### config.mk
export PLATFORM = sky130hd
export DESIGN_NAME = pwm_capture
export DESIGN_NICKNAME = d
export VERILOG_FILES = /design/src/rtl/pwm_capture_pkg.sv /design/src/rtl/pwm_edge_detector.sv /design/src/rtl/pwm_capture.sv
export SDC_FILE = /design/constraint.sdc
export NUM_CORES = 1
export LEC_CHECK = 0
export CELL_PAD_IN_SITES_DETAIL_PLACEMENT = 1
export CELL_PAD_IN_SITES_GLOBAL_PLACEMENT = 1
export CORE_UTILIZATION = 39
export DETAILED_ROUTE_END_ITERATION = 16
export PLACE_DENSITY = 0.84
export SYNTH_ARGS = -nofsm -noshare
export SYNTH_HDL_FRONTEND = slang
export SYNTH_SLANG_ARGS = --single-unit
### constraint.sdc
create_clock -name CLK -period 4.4 [get_ports CLK]
set_input_delay 0.88 -clock CLK [delete_from_list [all_inputs] [get_ports CLK]]
set_output_delay 0.88 -clock CLK [all_outputs]
set_load 0.02 [all_outputs]
### src/rtl/pwm_capture_pkg.sv
// Shared types and constants for the PWM loopback capture block.
// Phase code helper matches the transducer generator's mapping.
package pwm_capture_pkg;

  typedef enum logic [1:0] {
    PRIME,
    WAIT_RISE,
    WAIT_FALL,
    CALC
  } cap_state_t;

  localparam int PERIOD = 512;
  localparam int W_MAX  = 256;

  function automatic logic [7:0] phase_code(
    input logic [8:0] c,
    input logic       inv
  );
    return inv ? (8'hFF - c[8:1]) : c[8:1];
  endfunction

endpackage

### src/rtl/pwm_edge_detector.sv
// Input stage for pwm_capture: registers PWM and TIME together,
// flags edges and TIME wraps against the aligned timestamp.
module pwm_edge_detector
  import pwm_capture_pkg::*;
(
  input  logic       clk,
  input  logic       rst,
  input  logic [8:0] time_cnt,
  input  logic       pwm_in,
  output logic       s_pwm,
  output logic [8:0] s_time,
  output logic       rise,
  output logic       fall,
  output logic       wrap,
  output logic       primed
);

  logic       prev;
  logic [8:0] prev_time;
  logic       s_vld;
  logic       p_vld;

  // sample stage plus one-deep history; edges only once history is real
  always_ff @(posedge clk) begin
    if (rst) begin
      s_pwm     <= 1'b0;
      s_time    <= 9'd0;
      prev      <= 1'b0;
      prev_time <= 9'd0;
      s_vld     <= 1'b0;
      p_vld     <= 1'b0;
    end else begin
      s_pwm     <= pwm_in;
      s_time    <= time_cnt;
      prev      <= s_pwm;
      prev_time <= s_time;
      s_vld     <= 1'b1;
      p_vld     <= s_vld;
    end
  end

  assign rise   = p_vld & s_pwm & ~prev;
  assign fall   = p_vld & ~s_pwm & prev;
  assign wrap   = p_vld
                & (prev_time == 9'(PERIOD - 1))
                & (s_time == 9'd0);
  assign primed = s_vld;

endmodule

### src/rtl/pwm_capture.sv
// Loopback PWM capture: recovers pulse width and centre phase
// against the shared 9-bit TIME counter, with a stuck-line timeout.
module pwm_capture
  import pwm_capture_pkg::*;
#(
  parameter string PHASE_INVERTED = "TRUE",
  parameter int    TIMEOUT_WRAPS  = 2
) (
  input  logic       CLK,
  input  logic       RST,
  input  logic [8:0] TIME,
  input  logic       PWM_IN,
  output logic [8:0] WIDTH,
  output logic [7:0] PHASE,
  output logic       VALID,
  output logic       STUCK,
  output logic       LEVEL
);

  localparam logic INV = (PHASE_INVERTED == "TRUE");
  localparam int   CW  = (TIMEOUT_WRAPS < 1) ? 1
                       : $clog2(TIMEOUT_WRAPS + 1);
  localparam logic [CW-1:0] LAST = CW'(TIMEOUT_WRAPS - 1);
  localparam logic [CW-1:0] FULL = CW'(TIMEOUT_WRAPS);

  logic          s_pwm;
  logic [8:0]    s_time;
  logic          rise;
  logic          fall;
  logic          wrap;
  logic          primed;

  cap_state_t    state;
  cap_state_t    nstate;
  logic          load_r;
  logic          load_f;
  logic          calc;

  logic [8:0]    r_q;
  logic [8:0]    f_q;
  logic [8:0]    w_calc;
  logic [8:0]    c_calc;

  logic [CW-1:0] cnt;
  logic          edge_any;
  logic          stuck_fire;

  pwm_edge_detector u_edge (
    .clk      (CLK),
    .rst      (RST),
    .time_cnt (TIME),
    .pwm_in   (PWM_IN),
    .s_pwm    (s_pwm),
    .s_time   (s_time),
    .rise     (rise),
    .fall     (fall),
    .wrap     (wrap),
    .primed   (primed)
  );

  // modulo-512 arithmetic handles pulses that straddle the TIME wrap
  assign w_calc     = f_q - r_q;
  assign c_calc     = r_q + {1'b0, w_calc[8:1]};
  assign edge_any   = rise | fall;
  assign stuck_fire = wrap & ~edge_any & (cnt == LAST);

  // state register
  always_ff @(posedge CLK) begin
    if (RST) state <= PRIME;
    else     state <= nstate;
  end

  // next state and timestamp load strobes
  always_comb begin
    nstate = state;
    load_r = 1'b0;
    load_f = 1'b0;
    calc   = 1'b0;
    unique case (state)
      PRIME: begin
        if (primed) nstate = WAIT_RISE;
      end
      WAIT_RISE: begin
        if (rise) begin
          load_r = 1'b1;
          nstate = WAIT_FALL;
        end
      end
      WAIT_FALL: begin
        if (rise) begin
          load_r = 1'b1;
        end else if (fall) begin
          load_f = 1'b1;
          nstate = CALC;
        end
      end
      CALC: begin
        calc = 1'b1;
        if (rise) begin
          load_r = 1'b1;
          nstate = WAIT_FALL;
        end else begin
          nstate = WAIT_RISE;
        end
      end
      default: nstate = PRIME;
    endcase
  end

  // rise/fall timestamps
  always_ff @(posedge CLK) begin
    if (RST) begin
      r_q <= 9'd0;
      f_q <= 9'd0;
    end else begin
      if (load_r) r_q <= s_time;
      if (load_f) f_q <= s_time;
    end
  end

  // result registers, strobe and wrap-count timeout
  always_ff @(posedge CLK) begin
    if (RST) begin
      WIDTH <= 9'd0;
      PHASE <= 8'd0;
      VALID <= 1'b0;
      STUCK <= 1'b0;
      LEVEL <= 1'b0;
      cnt   <= '0;
    end else begin
      VALID <= (calc | stuck_fire) & ~VALID;
      if (calc) begin
        WIDTH <= w_calc;
        PHASE <= phase_code(c_calc, INV);
      end
      if (edge_any) begin
        cnt   <= '0;
        STUCK <= 1'b0;
      end else if (wrap && cnt != FULL) begin
        cnt <= cnt + CW'(1);
      end
      if (stuck_fire) begin
        STUCK <= 1'b1;
        LEVEL <= s_pwm;
        WIDTH <= s_pwm ? 9'(W_MAX) : 9'd0;
      end
    end
  end

endmodule

==> flow_summary.ini, run 1 <==
[status]
outcome = finished, final reports clean

[global_route]
grt_first_pass_wirelength_mm = 10.98
track_usage_pct = 19.18
antenna_found_initial = 0
gr-total-overflow = 0
grt_pass1_vias = 2314
grt_max_degree = 51

[synth]
yosys_warnings = 0
synth_top_area_share_pct = 44.52
ys_seq_elements = 64
syn-num-nets = 338
synth_edf_count = 0
netlist-cell-type-count = 44
yosysSeqAreaShare_pct = 44.52
syn_area_um2 = 2878
synthCells = 307
postSynth.asyncResetShare_pct = 0
ys.flop_type = dfxtp_1
yosys-top-cells-count = 64 x dfxtp_1, 37 x nor2_1, 23 x nor2b_1
ys_top_cells_by_area = dfxtp_1 45%, ha_1 7.4%, mux2i_1 6.6%
synth_top_area_cell = dfxtp_1
yosys.cell_count.top_type = dfxtp_1
synth.avg_cell_area_um2 = 9.374

[floorplanning]
num_rows = 30
dieArea_um2 = 7726
ios = 32
core_region_area_um2 = 6944
die_y_um = 87.90
die_x_um = 87.90
start_util_pct = 41.44

[timing]
fin_tns_setup_ps = 0
grt_setup_unrepaired = false
setup_viol = 0
fin_crit_sh_pct = 73.38
slew_headroom_pct = 45.24
hold_violations = 0
setup_slack_ps = 1171
whs_ps = 423.5
finClkSkew_ps = 8.237
period_needed_ps = 3229
worstMarginPinSlew_ps = 821.5
max_freq_mhz = 309.7
slew_violations = 0

[setup_path]
cp_slowest_stage_delay_ps = 520
worstPathRequired_ps = 4600
cp_slowest_cell = o311ai_0
cp_max_fo = 4
worstPathArrival_ps = 3430
startpoint_type = flip-flop
worstSetupPathType = flip-flop to flip-flop
crit_family = compound AO/OA/AOI/OAI gates
path_cells = ha_1 > inv_1 > fa_1 > a21oi_1 > o211ai_1 > o31a_1 > o311ai_0 > ha_1 > nor2_1 > nor2_1 > o41ai_1 > xnor2_1 > a21oi_1
endpoint_kind = flip-flop
crit_buf_inv = 1

[finish]
multi_input_area_um2 = 1493
fillers = 812
drive_gt1_share_pct = 6.957
antennaDiodeCount = 0
area_growth_pct = 21.22
num-nets-final = 371
seq_area_um2 = 1281

[place]
place_congestion = 0.8588
preCtsSetupSlack_ps = 1159
place_hpwl_mm = 4.737
port_buffers = 31

[power]
clkPwrFrac_pct = 45.4
sw_frac_of_total_pct = 21.00
pwr-share-seq_pct = 50.1
ir_drop_mv = 0.1432
power_density_nw_per_um2 = 345.6
p_leak_nw = 1.373
comb_power_share_pct = 4.5
p_int_mw = 0.9525
switchingPower_mw = 0.2532

[clock_network]
path_clk_slew_ps = 70
ctsLongestPathBuffers = 2
cts.htree.levels = 3
cts.sinks = 64
cts_root_buf = clkbuf_8
cts_tree = done
worstSkewPairLatency_ps = 350
cts-resized-gates = 0
post-cts-setup-buffer-count = 0
ctsHoldBuffers = 0
cts_buffers = 9

[detailed_routing]
wl_per_cell_um = 14.64
ant_nets = 0
drt_iter0_markers = 75
post_drt_via_cell_ratio = 5.068
drtPass1Iterations = 4
wl_mm = 6.456
drc = 0
vias = 2235

[min_path]
hold_class = flip-flop to flip-flop

[flow_run]
max_cap_violations = 0
## path summary, 6_finish.rpt
check,cells past startpoint,slack [ps],startpoint,end
max reg2reg,13,1170,r_q[0],PHASE[7]
max,13,1170,r_q[0],PHASE[7]
min,1,420,VALID,VALID
min reg2reg,1,420,VALID,VALID
## stage by stage
stage | instance area [µm²] | total power, mW | std cells | util (%)
2_1_floorplan | 2878 | 0.6484 | 307 | -
3_3_place_gp | 3274 | 0.6687 | 425 | 47.15
3_5_place_dp | 3274 | 0.6718 | 425 | 47.15
4_1_cts | 3488 | 1.220 | 441 | 50.23
5_1_grt | 3488 | 1.257 | 441 | 50.23
6_report | 3488 | 1.206 | 441 | 50.23
## logic make-up after synthesis
kind of cell / Yosys count / share of synthesized area (%)
adder cells (fa/ha/maj): 19 / 8.783
buffers and inverters: 27 / 3.608
flip-flops: 64 / 44.52
AO/OA/AOI/OAI: 45 / 9.913
multiplexers: 20 / 7.000
AND/OR/NAND/NOR: 116 / 21.30
XOR/XNOR: 16 / 4.870
## power groups by stage
stage          registers (mW)  clock network [mW]  logic, mW
4_1_cts                 0.604               0.561     0.0553
5_1_grt                 0.605               0.591     0.0611
2_1_floorplan           0.611                   0     0.0371
6_report                0.604               0.547     0.0547
3_3_place_gp            0.616                   0     0.0527
3_5_place_dp            0.617                   0     0.0550
## worst register-to-register path: cells and delay by family (launching register included)
kind | cells | cell delay (ps)
buffers and inverters | 1 | 60
and+or+nand+nor | 2 | 150
adders and majority gates | 3 | 970
AOI/OAI and AO/OA | 6 | 1340
DFF | 1 | 380
xor gates and xnor gates | 1 | 180
## layer usage
layer	vias to the layer above	GRT usage, %	wire (µm)
met5	-	0	0
met4	0	8.197	107
li1	1115	-	-
met3	8	5.655	182
met2	32	31.92	3114
met1	1080	23.01	3051
## cell usage in the layout (no fill, tap or decap), types with 2 or more instances in the layout
master,netlist,layout
clkbuf_8,0,10
bufinv_16,0,2
a31oi_1,2,2
nand4_1,4,4
nand4b_1,3,3
clkdlybuf4s50_1,0,30
nand3_1,6,6
clkbuf_1,9,3
nor3_1,7,7
nor2b_1,23,23
o211ai_1,2,2
mux2i_1,19,19
buf_4,0,2
xor2_1,8,8
nand2_1,20,20
nor2_1,37,37
dfxtp_1,64,64
a211oi_1,5,5
inv_1,15,15
ha_1,17,17
nand2_2,2,2
and2_1,3,3
fa_1,2,2
o2111ai_1,2,2
nand2b_1,2,2
o21a_1,2,2
o21bai_1,2,2
xnor2_1,8,8
a21oi_1,18,18
o21ai_0,6,6
## final cells by class
| cell class | instances | area share [%] |
|---|---|---|
| Multi-Input combinational cell | 216 | 42.79 |
| Sequential cell | 64 | 36.73 |
| Timing Repair Buffer | 33 | 9.182 |
| Clock buffer | 13 | 4.268 |
| Tap cell | 96 | 3.443 |
| Clock inverter | 3 | 1.865 |
| Inverter | 16 | 1.722 |
## sequential cells by signal, indices dropped and copies added, names as in the netlist, 2 cells and up
name and cells:
WIDTH 9, f_q 9, r_q 9, u_edge.prev_time 9, u_edge.s_time 9, PHASE 8, cnt 2, state 2
No activity file was read; power rests on OpenSTA's default activity.
==> run 2: changes to the inputs <==
- clock period: 4.4 -> 3.35 ns (I/O delays scaled with it)
==> run 2 against run 1 <==
  * Die area unchanged
  * Sequential cell count unchanged
  * Highest routed layer unchanged
  * Combinational power up 34%
  * Largest power group unchanged
==> flow_summary.ini, run 2 (synthesis results as in run 1) <==
[min_path]
hold_class = flip-flop to flip-flop
min_from = VALID

[setup_path]
crit_family = compound AO/OA/AOI/OAI gates
path_cells = ha_1 > inv_1 > fa_1 > a21oi_1 > o211ai_1 > o31a_1 > o311ai_1 > ha_1 > nor2_1 > nor2_1 > o41ai_1 > xnor2_1 > a21oi_1
worstPathRequired_ps = 3540
endpoint_kind = flip-flop
crit_buf_inv = 1
cp_slowest_stage_delay_ps = 440
worstPathArrival_ps = 3300
cp_max_fo = 4
cp_slowest_cell = o311ai_1
worstSetupPathType = flip-flop to flip-flop
regToRegStartpoint = r_q[0]
crit_start = r_q[0]
startpoint_type = flip-flop

[timing]
slew_headroom_pct = 44.26
fin_crit_sh_pct = 92.76
setup_slack_ps = 242.4
slew_violations = 0
worstMarginPinSlew_ps = 836.1
period_needed_ps = 3108
max_freq_mhz = 321.8
hold_violations = 0
fin_tns_setup_ps = 0
grt_setup_unrepaired = false
setup_viol = 0
finClkSkew_ps = 10.41
whs_ps = 423.8

[detailed_routing]
drt_iter0_markers = 88
drtPass1Iterations = 4
post_drt_via_cell_ratio = 5.091
vias = 2245
wl_mm = 6.744
drc = 0
ant_nets = 0
wl_per_cell_um = 15.29

[clock_network]
cts_tree = done
post-cts-setup-buffer-count = 0
cts_root_buf = clkbuf_8
cts.htree.levels = 3
ctsHoldBuffers = 0
cts_buffers = 9
cts.sinks = 64
path_clk_slew_ps = 70
ctsLongestPathBuffers = 2
worstSkewPairLatency_ps = 350

[finish]
mostFrequentLayoutCells = 64 x dfxtp_1, 37 x nor2_1, 30 x clkdlybuf4s50_1, 23 x nor2b_1, 20 x nand2_1
drive_gt1_share_pct = 7.246
fillers = 812
fin_cells = 441
mostFrequentLayoutCell = dfxtp_1
area_growth_pct = 20.70
antennaDiodeCount = 0
num-nets-final = 371

[power]
clkPwrFrac_pct = 43.4
p_leak_nw = 1.370
sw_frac_of_total_pct = 22.06
power_density_nw_per_um2 = 441.2
ir_drop_mv = 0.1888
p_int_mw = 1.194
switchingPower_mw = 0.3381
comb_power_share_pct = 4.8
pwr-share-seq_pct = 51.8

[flow_run]
max_cap_violations = 0

[place]
place_hpwl_mm = 4.735
dp.cells = 425
port_buffers = 31
preCtsSetupSlack_ps = 132.9
place_congestion = 0.8383

[status]
outcome = finished, final reports clean

[global_route]
grt_pass1_vias = 2378
track_usage_pct = 19.83
gr-total-overflow = 0
grt_max_degree = 50
grt_first_pass_wirelength_mm = 11.37
antenna_found_initial = 0

[floorplanning]
ios = 32
start_util_pct = 41.44
die_y_um = 87.90
die_x_um = 87.90
num_rows = 30
dieArea_um2 = 7726
core_region_area_um2 = 6944
run 2: power by group through the flow:
stage	clock network (mW)	registers [mW]	logic (mW)
global placement	0	0.809	0.0692
CTS	0.683	0.793	0.0740
finish	0.666	0.793	0.0734
detailed placement	0	0.810	0.0727
floorplan	0	0.803	0.0487
global route	0.720	0.795	0.0814
run 2: cell type report:
cell class | instances | area, µm² | area share [%]
clock buffers | 13 | 158.9 | 4.575
clock inverters | 3 | 40.04 | 1.153
inverters | 16 | 60.06 | 1.729
multi-input cells | 216 | 1493 | 42.98
flip-flops and latches | 64 | 1281 | 36.89
well taps | 96 | 120.1 | 3.458
repair buffers | 33 | 320.3 | 9.222
run 2: routing by layer:
| layer | vias to the layer above | routed length [µm] | share of wire (%) | track usage (%) |
|---|---|---|---|---|
| li1 | 1112 | - | - | - |
| met1 | 1083 | 3159 | 47 | 23.33 |
| met2 | 41 | 3309 | 49 | 34.18 |
| met3 | 9 | 178 | 2.6 | 4.053 |
| met4 | 0 | 98 | 1.5 | 9.985 |
| met5 | - | 0 | 0 | 0 |
run 2: worst register-to-register path, cell delays in order, from the launching register on:
cell	delay (ps)
dfxtp_1	370
ha_1	190
inv_1	60
fa_1	400
a21oi_1	210
o211ai_1	170
o31a_1	260
o311ai_1	440
ha_1	360
nor2_1	100
nor2_1	50
o41ai_1	80
xnor2_1	170
a21oi_1	90
run 2: path summary, 6_finish.rpt:
path / cells past startpoint / to / slack (ps)
worst min-delay path: 1 / VALID / 420
worst min register to register: 1 / VALID / 420
worst max register to register: 13 / PHASE[7] / 240
worst max-delay path: 13 / PHASE[7] / 240
run 2: timing repair:
action / 4_1_cts / 5_1_grt
hold endpoints to repair: 0 / 0
setup endpoints to repair: 0 / 1
gates resized for setup: 0 / 1
run 2: per-stage QoR:
step / power, mW / area (µm²) / utilization (%)
final: 1.533 / 3473 / 50.02
after global routing: 1.596 / 3473 / 50.02
after CTS: 1.551 / 3473 / 50.02
after detailed placement: 0.8828 / 3274 / 47.15
after global placement: 0.8783 / 3274 / 47.15
after floorplan: 0.8516 / 2878 / -
==> run 3: changes to the inputs <==
- CTS_CLUSTER_DIAMETER: unset -> 60
- CTS_CLUSTER_SIZE: unset -> 24
==> results of run 3 <==
Same layout as run 2: the final DEF is identical, and so are final timing and power.
